### src/rtl/mux2_stream_arb_pkg.sv
`default_nettype none
// ============================================================================
// Module   : mux2_stream_arb_pkg
// Brief    : Owner-state encoding and source ids shared by the stream mux/demux.
// Revision : 1.0 - initial release
// ============================================================================
package mux2_stream_arb_pkg;

    typedef enum logic [1:0] {
        IDLE  = 2'd0,
        OWN_A = 2'd1,
        OWN_B = 2'd2
    } owner_e;

    localparam logic SRC_A = 1'b0;
    localparam logic SRC_B = 1'b1;

    function automatic owner_e owner_of(input logic sel);
        return (sel == SRC_B) ? OWN_B : OWN_A;
    endfunction

endpackage
`default_nettype wire

### src/rtl/mux2_stream_arb_rr_arb2.sv
`default_nettype none
// ============================================================================
// Module   : rr_arb2
// Brief    : Two-way round-robin grant with bounded burst hold on ties.
// Revision : 1.0 - initial release
// ============================================================================
module rr_arb2
    import mux2_stream_arb_pkg::*;
#(
    parameter int BURST = 4,
    parameter int CNT_W = 2
) (
    input  logic             i_a_valid,
    input  logic             i_b_valid,
    input  logic             i_load,
    input  logic             i_last_sel,
    input  owner_e           i_state,
    input  logic [CNT_W-1:0] i_burst_cnt,
    output logic             o_grant_valid,
    output logic             o_grant_sel
);

    localparam logic [CNT_W-1:0] c_burst_max = CNT_W'(BURST - 1);

    logic w_hold;

    // The current owner keeps a tie only while its burst budget is not spent.
    assign w_hold = (i_state == OWN_A || i_state == OWN_B) && (i_burst_cnt < c_burst_max);

    always_comb begin
        o_grant_valid = i_load && (i_a_valid || i_b_valid);
        o_grant_sel   = SRC_A;
        if (i_a_valid && i_b_valid) begin
            if (w_hold) begin
                o_grant_sel = (i_state == OWN_B) ? SRC_B : SRC_A;
            end else begin
                o_grant_sel = ~i_last_sel;
            end
        end else if (i_b_valid) begin
            o_grant_sel = SRC_B;
        end
    end

endmodule
`default_nettype wire

### src/rtl/mux2_stream_arb.sv
`default_nettype none
// ============================================================================
// Module   : mux2_stream_arb
// Brief    : Registered 2:1 stream mux with round-robin/burst arbitration and
//            a source tag on every output beat.
// Revision : 1.0 - initial release
// ============================================================================
module mux2_stream_arb
    import mux2_stream_arb_pkg::*;
#(
    parameter int WIDTH = 8,
    parameter int BURST = 4
) (
    input  logic             clk,
    input  logic             rst,
    input  logic             a_valid,
    input  logic [WIDTH-1:0] a_data,
    output logic             a_ready,
    input  logic             b_valid,
    input  logic [WIDTH-1:0] b_data,
    output logic             b_ready,
    output logic             out_valid,
    output logic [WIDTH-1:0] out_data,
    output logic             out_sel,
    input  logic             out_ready
);

    localparam int               c_cnt_w     = (BURST > 1) ? $clog2(BURST) : 1;
    localparam logic [c_cnt_w-1:0] c_burst_max = c_cnt_w'(BURST - 1);

    logic               r_out_valid;
    logic [WIDTH-1:0]   r_out_data;
    logic               r_out_sel;
    logic               r_last_sel;
    owner_e             r_state;
    owner_e             w_state_nxt;
    logic [c_cnt_w-1:0] r_burst_cnt;
    logic [c_cnt_w-1:0] w_burst_cnt_nxt;
    logic               w_load;
    logic               w_grant_valid;
    logic               w_grant_sel;

    assign w_load = !r_out_valid || out_ready;

    rr_arb2 #(
        .BURST (BURST),
        .CNT_W (c_cnt_w)
    ) u_arb (
        .i_a_valid     (a_valid),
        .i_b_valid     (b_valid),
        .i_load        (w_load),
        .i_last_sel    (r_last_sel),
        .i_state       (r_state),
        .i_burst_cnt   (r_burst_cnt),
        .o_grant_valid (w_grant_valid),
        .o_grant_sel   (w_grant_sel)
    );

    assign a_ready   = w_grant_valid && (w_grant_sel == SRC_A);
    assign b_ready   = w_grant_valid && (w_grant_sel == SRC_B);
    assign out_valid = r_out_valid;
    assign out_data  = r_out_data;
    assign out_sel   = r_out_sel;

    // last_sel resets to B so that A wins the first tie.
    always_ff @(posedge clk or posedge rst) begin
        if (rst) begin
            r_out_valid <= 1'b0;
            r_out_data  <= '0;
            r_out_sel   <= SRC_A;
            r_last_sel  <= SRC_B;
        end else if (w_load) begin
            if (w_grant_valid) begin
                r_out_valid <= 1'b1;
                r_out_data  <= (w_grant_sel == SRC_B) ? b_data : a_data;
                r_out_sel   <= w_grant_sel;
                r_last_sel  <= w_grant_sel;
            end else begin
                r_out_valid <= 1'b0;
            end
        end
    end

    always_ff @(posedge clk or posedge rst) begin
        if (rst) begin
            r_state     <= IDLE;
            r_burst_cnt <= '0;
        end else begin
            r_state     <= w_state_nxt;
            r_burst_cnt <= w_burst_cnt_nxt;
        end
    end

    always_comb begin
        w_state_nxt     = r_state;
        w_burst_cnt_nxt = r_burst_cnt;
        if (w_load) begin
            if (w_grant_valid) begin
                if (r_state == owner_of(w_grant_sel)) begin
                    if (r_burst_cnt != c_burst_max) begin
                        w_burst_cnt_nxt = r_burst_cnt + c_cnt_w'(1);
                    end
                end else begin
                    w_state_nxt     = owner_of(w_grant_sel);
                    w_burst_cnt_nxt = '0;
                end
            end else begin
                w_state_nxt     = IDLE;
                w_burst_cnt_nxt = '0;
            end
        end
    end

endmodule
`default_nettype wire

### config.mk
export PLATFORM = sky130hd
export DESIGN_NAME = mux2_stream_arb
export DESIGN_NICKNAME = d
export VERILOG_FILES = /design/src/rtl/mux2_stream_arb_pkg.sv /design/src/rtl/mux2_stream_arb_rr_arb2.sv /design/src/rtl/mux2_stream_arb.sv
export SDC_FILE = /design/constraint.sdc
export NUM_CORES = 1
export LEC_CHECK = 0
export ABC_CLOCK_PERIOD_IN_PS = 3330
export BUFFER_PORTS_ARGS = -buffer_cell sky130_fd_sc_hd__buf_2
export CAP_MARGIN = 20
export CORE_MARGIN = 4
export CORE_UTILIZATION = 44
export DETAILED_ROUTE_END_ITERATION = 10
export GPL_ROUTABILITY_DRIVEN = 0
export HOLD_SLACK_MARGIN = 0.12
export PLACE_DENSITY = 0.76
export SLEW_MARGIN = 20
export SYNTH_ARGS = -nofsm -noshare
export SYNTH_HDL_FRONTEND = slang
export SYNTH_SLANG_ARGS = --single-unit
### constraint.sdc
create_clock -name clk -period 3.33 [get_ports clk]
set_clock_uncertainty 0.1 [all_clocks]
set_input_delay 0.999 -clock clk [delete_from_list [all_inputs] [get_ports clk]]
set_output_delay 0.999 -clock clk [all_outputs]
set_load 0.02 [all_outputs]
Yosys cells after proc, flatten, opt, wreduce, memory -nomap -nowiden
Index checks and enable logic that the tools add are counted.
Widths: inputs -> output; s select.
{ "totals": {"out_inout_bits": 12, "regBits": 15, "elab_cells": 40, "romBits": 0, "memories": 0, "ramBits": 0, "in_bits": 21, "latch_bits": 0} }
{ "op_classes": {"multipliers": 0, "div": 0, "bitwise_logic": 2, "add_sub_neg": 1, "mux": 12, "n_reduce_logical": 12, "n_eq_ne": 6, "n_lt_le_gt_ge": 1, "shift": 0} }
{ "ops": {"columns": ["op", "n"], "rows": [
  ["$mux 2", 6],
  ["$mux 8", 1],
  ["$reduce_and 2->1", 3],
  ["$logic_and 1x1->1", 5],
  ["$mux 1", 5],
  ["$ne 2x2->1 const B", 2],
  ["$logic_or 1x1->1", 3],
  ["$ne 3x2->1 const B", 1],
  ["$add 2x1->2 const B", 1],
  ["$eq 2x1->1 const B", 1],
  ["$eq 2x2->1", 1],
  ["$eq 2x2->1 const B", 1],
  ["$lt 2x2->1 const B", 1],
  ["$not 1->1", 2],
  ["$logic_not 1->1", 1]
]} }

Longest topological paths before layout
Gate-level depths: netlist of run 1.
{ "logic_depth": {"word_depth": 9, "mapped_depth": 7, "ltp_nobuf": 6} }

By module
From an unflattened synthesis of run 1, not the netlist that was laid out.
{ "hier_totals": {"cells_unflattened": 75, "area_unflattened_um2": 810.8} }
{ "modules_own_cells": {"columns": ["module", "cells_per_inst", "instances", "seq_area_each_um2", "area_per_inst_um2"], "rows": [
  ["mux2_stream_arb", 67, 1, 376.6, 762.0],
  ["rr_arb2", 8, 1, 0.0, 48.8]
]} }

Least setup slack after synthesis of run 1
No wires, ideal clock.
{ "synth_timing": {"path_kind": "in2out", "startpoint": "in a_valid", "endpoint": "out a_ready", "path_stages": 4, "arrival_time_ns": 1.931, "setup_slack_ns": 0.300, "n_path_buf": 1, "t_required_ns": 2.231, "path_cell_list": "or4b_1 > nand3_2 > buf_2 > and2_1"} }
{ "synth_between": {"elab_chain_len": 4, "word_cells_on_any_way": 6, "classes_between": "1 x mux; 1 x bitwise; 4 x reduce/logical"} }
{ "synth_lines": {"columns": ["item", "line_no", "source"], "rows": [
  ["start: declaration", "mux2_stream_arb.sv:16", "input logic a_valid,"],
  ["$logic_and 1x1->1", "mux2_stream_arb_rr_arb2.sv:33", "if (i_a_valid && i_b_valid) begin"],
  ["$mux 1", "mux2_stream_arb_rr_arb2.sv:33", null],
  ["$not 1->1", "mux2_stream_arb.sv:59", "assign a_ready = w_grant_valid && (w_grant_sel == SRC_A);"],
  ["$logic_and 1x1->1 (*)", "mux2_stream_arb.sv:59", null],
  ["end: declaration", "mux2_stream_arb.sv:18", "output logic a_ready,"]
]} }
Every way passes the cells marked *; elsewhere a longest branch is shown, timed or not.

Worst setup path after layout of run 1
Ends and elaborated chain as after synthesis.

==> results of run 1 <==
area by class of cell:
class                           count  area, µm²
Timing Repair Buffer               34        175
Sequential cell                    15        377
Tap cell                           16       20.0
Inverter                            3       11.3
Clock buffer                        4       26.3
Multi-Input combinational cell     44        323
Fill cell                         145        609
report_power, final:
group,internal (mW),switching [mW],leakage [nW]
Clock,0.0465,0.0549,0.0150
Sequential,0.227,0.0247,0.181
Combinational,0.0900,0.113,0.321
layer usage:
metal | GRT usage [%] | up-vias | wire length, µm
li1 | - | 315 | -
met1 | 15.5 | 297 | 677
met2 | 26.3 | 14 | 844
met3 | 5.21 | 2 | 86
met4 | 2.69 | 0 | 9
met5 | 0 | - | 0
metrics by stage:
step           util (%)  hold WS [ns]
6_report           60.5         0.382
5_1_grt            60.5         0.407
4_1_cts            60.5         0.388
3_5_place_dp       58.8         0.370
3_3_place_gp       58.8         0.363
2_1_floorplan         -         0.376
worst max-delay path, cell delays in order:
cell	delay, ns
buf_2	0.12
or4b_1	0.45
nand3_2	0.18
and2_1	0.17
buf_2	0.16
placed cells by master (no fill, tap or decap), types with 2 or more instances in the layout:
master and n:
buf_2 32, dfrtp_1 14, and3_1 8, a221o_1 8, nor2_1 4, a21o_1 4
inv_1 3, clkbuf_4 3, nand2_1 2, o21ai_0 2, ha_1 2, buf_4 2
sequential cells by signal, summed over array words and instances, names as in the netlist:
register	cells
out_sel	1
r_last_sel	1
out_data	8
r_burst_cnt	2
out_valid	1
r_state	2
how the worst max path moves through the flow:
stage / from / to / slack (ns) / cells past startpoint
6_report: a_valid / a_ready / 0.15 / 5
5_1_grt: r_state[0] / a_ready / 0.03 / 6
4_1_cts: a_valid / a_ready / 0.14 / 5
3_5_place_dp: a_valid / a_ready / 0.14 / 5
3_3_place_gp: a_valid / a_ready / 0.17 / 5
2_1_floorplan: a_valid / a_ready / 0.30 / 4
kinds of logic after synthesis:
kind of cell / after synthesis
adders and majority gates: 2
xor gates and xnor gates: 1
and+or+nand+nor: 22
AOI/OAI and AO/OA: 19
DFF: 15
buffers and inverters: 5
==> results by group, run 1 <==
Outcome
  • Outcome: finished clean

GRT
  • Global-route wire length before repair: 2730 µm
  • GRT overflow: 0
  • Overall routing resource usage: 14.3%
  • Antenna violations before repair: 0
  • Via count of the first global-routing pass: 623
  • Largest net degree at the start of global routing: 16

Die
  • Die H: 48.6 µm
  • Initial Utilization: 47.2%
  • Site Rows: 14
  • Die Area: 2370 µm²
  • Core area: 1540 µm²
  • # IOs: 33
  • Die X: 48.6 µm

Placed design
  • Placed Area: 906 µm²
  • Number of buffers added on ports: 32
  • Dpl ws: approximately 0.14 ns
  • DP Cell Count: 112

Route
  • Final antenna-violating net count: 0
  • Via density: 5.41
  • Post-route DRC: 0
  • Drt pass-1 iters: 4
  • Per-cell routed wire length: 13.9 µm
  • Detailed Route WL: 1620 µm
  • Via count: 628
  • Detailed Route Iter0 Violations: 5

Clock tree
  • Number of post-CTS setup repair buffers: 0
  • CTS resizes: 0
  • Root Buffer: clkbuf_4
  • Clk sinks: 15
  • CTS Buf Count: 3
  • Clk buf depth: 2
  • CTS H-tree depth: 1
  • CTS tree: built
  • Clk_lat worst skew: 0.28 ns
  • Post-CTS Hold Fix Bufs: 0
  • Register clock-pin slew on the reported worst setup and hold paths: 0.07 ns

STA
  • Period utilization: 95.6%
  • Fin. max-slew vios: 0
  • Tmin final: 3.18 ns
  • Unrepaired setup endpoints after global routing: false
  • Worst Tran Pin Value: 0.722 ns
  • PnR worst setup slack: 0.148 ns
  • Post-Route Setup TNS: 0 ns
  • Final Setup Violations: 0
  • Max_slew headroom: about half
  • Fmax: between 0.3 and 0.4 GHz
  • Final Hold Viols: 0

Yosys
  • Simple-gate area share of the yosys netlist: 18.6%
  • Post-synth EDFFs: 0
  • Seq/Total Area, Yosys: 51.8%
  • Synthesized area: about 730 µm²
  • Prevailing post-synth register cell: dfrtp_1
  • Largest family of logic cells by synthesized area: compound AO/OA/AOI/OAI gates
  • Post-synth top cells: dfrtp_1 (14), a221o_1 (8), and3_1 (8)
  • Proportion of synthesized area in mux cells: 0%
  • Area share of fa/ha/maj cells after synthesis: 3.44%
  • Post-Syn Nets: 87
  • Top cell type's share of synthesized area: 48.2%
  • Most common cell in the netlist: dfrtp_1
  • Syn_area_per_cell: 11.4 µm²
  • Complex-gate fraction of the synthesized area: 21.2%
  • Synth area leader: dfrtp_1
  • Netlist cell types: 26
  • Synth Warn #: 0
  • Synth async-reset ratio: 100%
  • XOR/XNOR Fraction of Synth Area: under 10%
  • Area contributors post-synth: dfrtp_1 (48%), a221o_1 (11%), and3_1 (6.9%), a21o_1 (4.1%), dfstp_2 (3.6%)
  • Gate Count Post-Synth: 64
  • #FFs+latches synth: 15

Hold path
  • Hold EP: out_sel
  • Hold Path Depth: 1
  • Path category of the worst min-delay check: register to register
  • Worst hold path startpoint: out_sel

Critical path
  • Maximum fanout along the worst path: 11
  • R2R Setup Slk: 1.15 ns
  • Req. time, crit path: around 2.2 ns
  • Nature of the critical path endpoint: output pin
  • Worst R2R End: out_data[0]
  • CP Launch Type: primary input
  • Worst EP arrival: 2.08 ns
  • Kind of critical path: primary input to output pin
  • Worst r2r src: r_state[0]
  • FF-to-FF path depth: 7

Layout
  • Non-filler instance count after layout: 116
  • Share of layout cells above drive strength 1: 41.0%
  • Post-route cell area: 932 µm²
  • N_diodes: 0
  • P&R area growth vs syn: 28.2%
  • Final Net Count: 124

Power
  • VDD IR max: a little over 0.0004 V
  • Total power: 0.556 mW
  • Lkg Pwr: 0.517 nW
  • Pwr Density: ~600 nW/µm²

Flow run
  • Max Cap Violations: 0
(Power assumes the default switching activity.)
==> run 2, diff against run 1 <==
Settings changed: ABC_CLOCK_PERIOD_IN_PS 3330 to 3800, CORE_MARGIN 4 to 3, CORE_UTILIZATION 44 to 46, PLACE_DENSITY 0.76 to 0.79.
Clock period 3.33 ns to 3.8 ns, I/O delays scaled along.
==> run 2 against run 1 <==
Wire length down 2.8%. Sequential share of layout area up 0.72 points. Combinational power fell by 14%. Via count fell by 0.64%. Critical path depth stayed put. Register-to-register slack improved by 0.48 ns. Utilization up 5.8 points. Design area decreased by 1.7%.
==> results by group, run 2 (same netlist as run 1, synthesis figures left out) <==
Route
  • Per-cell routed wire length: 13.9 µm (about the same)
  • Via count: 624 (was 628)
  • Detailed Route Iter0 Violations: 8 (was 5)
  • Detailed Route WL: 1570 µm (was 1620 µm)
  • Post-route DRC: 0 (unchanged)
  • Drt pass-1 iters: 4 (unchanged)
  • Final antenna-violating net count: 0 (unchanged)
  • Via density: 5.52 (was 5.41)

GRT
  • Global-route wire length before repair: 2570 µm (was 2730 µm)
  • Largest net degree at the start of global routing: 16 (unchanged)
  • Via count of the first global-routing pass: 606 (was 623)
  • Antenna violations before repair: 0 (unchanged)
  • Overall routing resource usage: 16.7% (was 14.3%)
  • GRT overflow: 0 (unchanged)

STA
  • Post-Route Setup TNS: 0 ns (unchanged)
  • Fmax: 0.280 GHz
  • Final Hold Viols: 0 (unchanged)
  • Worst Tran Pin Value: 0.730 ns (was 0.722 ns)
  • Max_slew headroom: 51.0% (was 51.5%)
  • Fin. max-slew vios: 0 (unchanged)
  • Final Setup Violations: 0 (unchanged)
  • Period utilization: 94.1%
  • Unrepaired setup endpoints after global routing: false (unchanged)
  • Tmin final: 3.57 ns

Critical path
  • Maximum fanout along the worst path: 12 (was 11)
  • CP Launch Type: primary input (unchanged)
  • FF-to-FF path depth: 6 (was 7)
  • Req. time, crit path: 2.56 ns (was 2.23 ns)
  • Critical path startpoint: a_valid (unchanged)
  • Worst r2r src: r_state[0] (unchanged)
  • Kind of critical path: primary input to output pin (unchanged)
  • Nature of the critical path endpoint: output pin (unchanged)
  • Worst EP arrival: 2.33 ns (was 2.08 ns)

Clock tree
  • Root Buffer: clkbuf_4 (unchanged)
  • Clk buf depth: 2 (unchanged)
  • Clk sinks: 15 (unchanged)
  • CTS resizes: 0 (unchanged)
  • CTS H-tree depth: 1 (unchanged)
  • CTS Buf Count: 3 (unchanged)
  • CTS tree: built (unchanged)
  • Clk_lat worst skew: 0.28 ns (about the same)
  • Number of post-CTS setup repair buffers: 0 (unchanged)
  • Post-CTS Hold Fix Bufs: 0 (unchanged)
  • Register clock-pin slew on the reported worst setup and hold paths: 0.08 ns (was 0.07 ns)

Die
  • Initial Utilization: 52.6% (was 47.2%)
  • Site Rows: 13 (was 14)
  • Die Area: 2090 µm² (was 2370 µm²)
  • # IOs: 33 (unchanged)
  • Core area: 1380 µm² (was 1540 µm²)
  • Die X: 45.8 µm (was 48.6 µm)
  • Die H: 45.8 µm (was 48.6 µm)

Layout
  • Most frequent cells in the layout: buf_2 (32), dfrtp_1 (14), and3_1 (8), a221o_1 (8) (unchanged)
  • Non-filler instance count after layout: 113 (was 116)
  • Final Net Count: 122 (was 124)
  • Number of flip-flops in the largest register: 8 (unchanged)
  • Post-layout util: 66.2% (was 60.5%)
  • P&R area growth vs syn: 26.0% (was 28.2%)
  • N_diodes: 0 (unchanged)
  • Most common cell after layout, fill and taps aside: buf_2 (unchanged)
  • Share of layout cells above drive strength 1: 39.8% (was 41.0%)

Hold path
  • Hold Path Depth: 1 (unchanged)
  • Worst hold path startpoint: out_sel (unchanged)
  • Path category of the worst min-delay check: register to register (unchanged)

Placed design
  • Number of buffers added on ports: 32 (unchanged)
  • Post-DP HPWL: 1220 µm
  • DP Cell Count: 109 (was 112)

Flow run
  • Max Cap Violations: 0 (unchanged)

Outcome
  • Outcome: finished clean (unchanged)

Power
  • Lkg Pwr: 0.507 nW (was 0.517 nW)
  • VDD IR max: 0.000299 V (was 0.000404 V)
  • Pwr Density: 526 nW/µm² (was 596 nW/µm²)
-- run 2: area by class of cell --
cell class | instances | area [µm²]
sequential | 15 | 377
fill | 116 | 467
tap | 15 | 18.8
multi-input combinational | 44 | 323
timing repair buffer | 32 | 160
clock buffer | 4 | 26.3
inverter | 3 | 11.3
-- run 2: power breakdown --
part | switching, mW | total [mW] | internal, mW
Combinational | 0.0982 | 0.174 | 0.0760
Clock | 0.0461 | 0.0868 | 0.0407
Sequential | 0.0223 | 0.221 | 0.199
-- run 2: layer usage --
metal  global-route usage [%]  share of wire, %  routed length (µm)  vias up
li1                         -                 -                   -      311
met3                     5.93               7.5                 118        0
met2                     28.4                50                 783       22
met1                     21.0                43                 670      291
met5                        0                 0                   0        -
met4                     1.70                 0                   0        0
-- run 2: path summary, 6_finish.rpt --
kind / to / slack [ns]
max: b_ready / 0.23
min: out_sel / 0.37
max reg2reg: out_data[2] / 1.63
min in group asynchronous: r_state[0] / 0.80
min reg2reg: out_sel / 0.37
max in group asynchronous: r_last_sel / 2.43
-- run 2: through the flow --
step	instance area (µm²)	setup WS, ns	hold WS (ns)	total power, mW
5_1_grt	916	0.114	0.407	0.518
3_5_place_dp	890	0.229	0.361	0.400
2_1_floorplan	727	0.488	0.376	0.347
3_3_place_gp	890	0.283	0.362	0.395
6_report	916	0.226	0.375	0.482
4_1_cts	916	0.224	0.380	0.488
-- run 2: worst max-delay path: stages --
cell     delay [ns]
buf_2          0.12
or4b_1         0.18
nand3_2        0.18
nor2_2         0.45
buf_2          0.25
==> run 3, diff against run 2 <==
Settings changed: ABC_CLOCK_PERIOD_IN_PS 3800 to 3100, CORE_UTILIZATION 46 to 40, PLACE_DENSITY 0.79 to 0.73.
Clock period 3.8 ns to 3.1 ns, I/O delays scaled along.
==> run 3 against run 2 <==
Hold slack better by 0.0023 ns. Wire length up 12%. Via count up 5.0%. Sequential share of layout area down 2.3 points. First-iteration DRC count rose to 4.4 times the previous value. Global-route usage down 0.68 points. Critical path type is now register to output pin. Clock power up 29%. Register-to-register slack worse by 0.70 ns. Setup slack worse by 0.15 ns. Highest routed layer is now met4. Total power up 28%. Largest power group unchanged. Sequential power up 23%.
==> results by group, run 3 (same netlist as run 1, synthesis figures left out) <==
Outcome
  • Outcome: finished clean (unchanged)

STA
  • Max_slew headroom: 52.3% (was 51.0%)
  • Fin. max-slew vios: 0 (unchanged)
  • Period utilization: around 98%
  • Hold_ws: 0.377 ns (was 0.375 ns)
  • Worst Tran Pin Value: 0.710 ns (was 0.730 ns)
  • Tmin final: 3.02 ns
  • PnR worst setup slack: 0.0768 ns (was 0.226 ns)
  • Final Hold Viols: 0 (unchanged)
  • Fmax: around 0.33 GHz
  • Final Setup Violations: 0 (unchanged)

Route
  • Drt pass-1 iters: 4 (unchanged)
  • Per-cell routed wire length: 13.9 µm (about the same)
  • Via density: 5.16 (was 5.52)
  • Post-route DRC: 0 (unchanged)
  • Detailed Route WL: 1760 µm (was 1570 µm)
  • Final antenna-violating net count: 0 (unchanged)
  • Detailed Route Iter0 Violations: 35 (was 8)
  • Via count: 655 (was 624)

Die
  • Die H: 48.6 µm (was 45.8 µm)
  • Initial Utilization: 45.1% (was 52.6%)
  • Site Rows: 14 (was 13)
  • Die Area: 2360 µm² (was 2090 µm²)
  • Core area: 1610 µm² (was 1380 µm²)
  • # IOs: 33 (unchanged)
  • Die X: 48.6 µm (was 45.8 µm)

Critical path
  • Critical path's largest stage delay: 0.50 ns (was 0.45 ns)
  • Worst EP arrival: 1.99 ns (was 2.33 ns)
  • Kind of critical path: register to output pin (was primary input to output pin)
  • Slowest cell on crit path: or4b_1 (was nor2_2)
  • Maximum fanout along the worst path: 4 (was 12)
  • Critical path cell sequence: inv_1 -> ha_1 -> or4b_1 -> nand3_2 -> and2_4 -> buf_4 (was buf_2 -> or4b_1 -> nand3_2 -> nor2_2 -> buf_2)
  • Nature of the critical path endpoint: output pin (unchanged)
  • CP Launch Type: register (was primary input)
  • Req. time, crit path: 2.07 ns (was 2.56 ns)

Clock tree
  • Clk sinks: 15 (unchanged)
  • CTS tree: built (unchanged)
  • CTS Buf Count: 3 (unchanged)
  • Root Buffer: clkbuf_4 (unchanged)
  • Clk buf depth: 2 (unchanged)
  • Register clock-pin slew on the reported worst setup and hold paths: 0.10 ns (was 0.08 ns)
  • Clk_lat worst skew: 0.28 ns (about the same)
  • CTS H-tree depth: 1 (unchanged)
  • Post-CTS Hold Fix Bufs: 0 (unchanged)

Placed design
  • Number of buffers added on ports: 32 (unchanged)
  • Dpl ws: 0.121 ns (was 0.229 ns)
  • Placed Area: 923 µm² (was 890 µm²)
  • Post-DP HPWL: 1320 µm (was 1220 µm)

Flow run
  • Max Cap Violations: 0 (unchanged)

GRT
  • Overall routing resource usage: 16.0% (was 16.7%)
  • Largest net degree at the start of global routing: 16 (unchanged)
  • Via count of the first global-routing pass: 671 (was 606)
  • GRT overflow: 0 (unchanged)
  • Global-route wire length before repair: 3020 µm (was 2570 µm)
  • Antenna violations before repair: 0 (unchanged)

Layout
  • Post-route cell area: 971 µm² (was 916 µm²)
  • P&R area growth vs syn: 33.6% (was 26.0%)
  • Share of layout cells above drive strength 1: 44.7% (was 39.8%)
  • Final Net Count: 127 (was 122)
  • Most common cell after layout, fill and taps aside: buf_2 (unchanged)
  • N_diodes: 0 (unchanged)
  • Number of flip-flops in the largest register: 8 (unchanged)
  • Most frequent cells in the layout: buf_2 (31), dfrtp_1 (14), and3_1 (8), a221o_1 (8), buf_4 (6) (was buf_2 (32), dfrtp_1 (14), and3_1 (8), a221o_1 (8))

Power
  • Total power: 0.619 mW (was 0.482 mW)
  • VDD IR max: 0.000364 V (was 0.000299 V)
  • Lkg Pwr: 0.537 nW (was 0.507 nW)
  • Pwr Density: 637 nW/µm² (was 526 nW/µm²)

Hold path
  • Path category of the worst min-delay check: register to register (unchanged)
[run 3: cell types whose count changed in the layout (fill, tap and decap cells not counted), sizes merged]
cell    previous run  this run
buf               32        37
clkbuf             4         3
clkinv             0         1
[run 3: per-layer routing]
metal	up-vias	track usage (%)	share of wire (%)
met2	18	28.3	53
li1	321	-	-
met1	314	19.2	42
met3	2	3.07	4.6
met5	-	0	0
met4	0	5.69	0.62
[run 3: path summary, 6_finish.rpt]
| kind | startpoint | endpoint | slack (ns) | depth (start not counted) |
|---|---|---|---|---|
| hold reg to reg | out_sel | out_sel | 0.38 | 1 |
| setup reg to reg | r_state[0] | out_data[4] | 0.93 | 7 |
| min in group asynchronous | rst | out_data[2] | 0.58 | 2 |
| setup / recovery | r_state[0] | a_ready | 0.08 | 6 |
| hold / removal | out_sel | out_sel | 0.38 | 1 |
| max in group asynchronous | rst | r_state[0] | 1.94 | 2 |
[run 3: worst max-delay path, delay by kind of cell, from the launching register on]
family / cells / cell delay, ns
fa+ha+maj: 1 / 0.33
buf+inv: 2 / 0.19
flops: 1 / 0.40
simple gates: 3 / 0.80
[run 3: what timing repair did]
item,4_1_cts,5_1_grt
buffers inserted,0,2
endpoints found under the setup margin,0,1
resized for setup,0,2
[run 3: cell type report]
type | count | area (µm²)
clock buffers | 3 | 22.5
repair buffers | 37 | 200
fillers | 143 | 641
flip-flops and latches | 15 | 377
inverters | 3 | 11.3
well taps | 24 | 30.0
clock inverters | 1 | 5.00
multi-input cells | 44 | 325
[run 3: where the power goes]
group | switching [mW] | internal, mW | leakage [nW]
sequential | 0.0270 | 0.244 | 0.181
combinational | 0.128 | 0.109 | 0.338
clock | 0.0640 | 0.0479 | 0.0177
total | 0.219 | 0.400 | 0.537
[run 3: stage by stage]
step	util, %	std cells	TNS, ns
2_1_floorplan	-	64	0
3_3_place_gp	57.3	121	0
3_5_place_dp	57.3	121	0
4_1_cts	59.0	125	0
5_1_grt	60.2	127	-0.00270
6_report	60.2	127	0
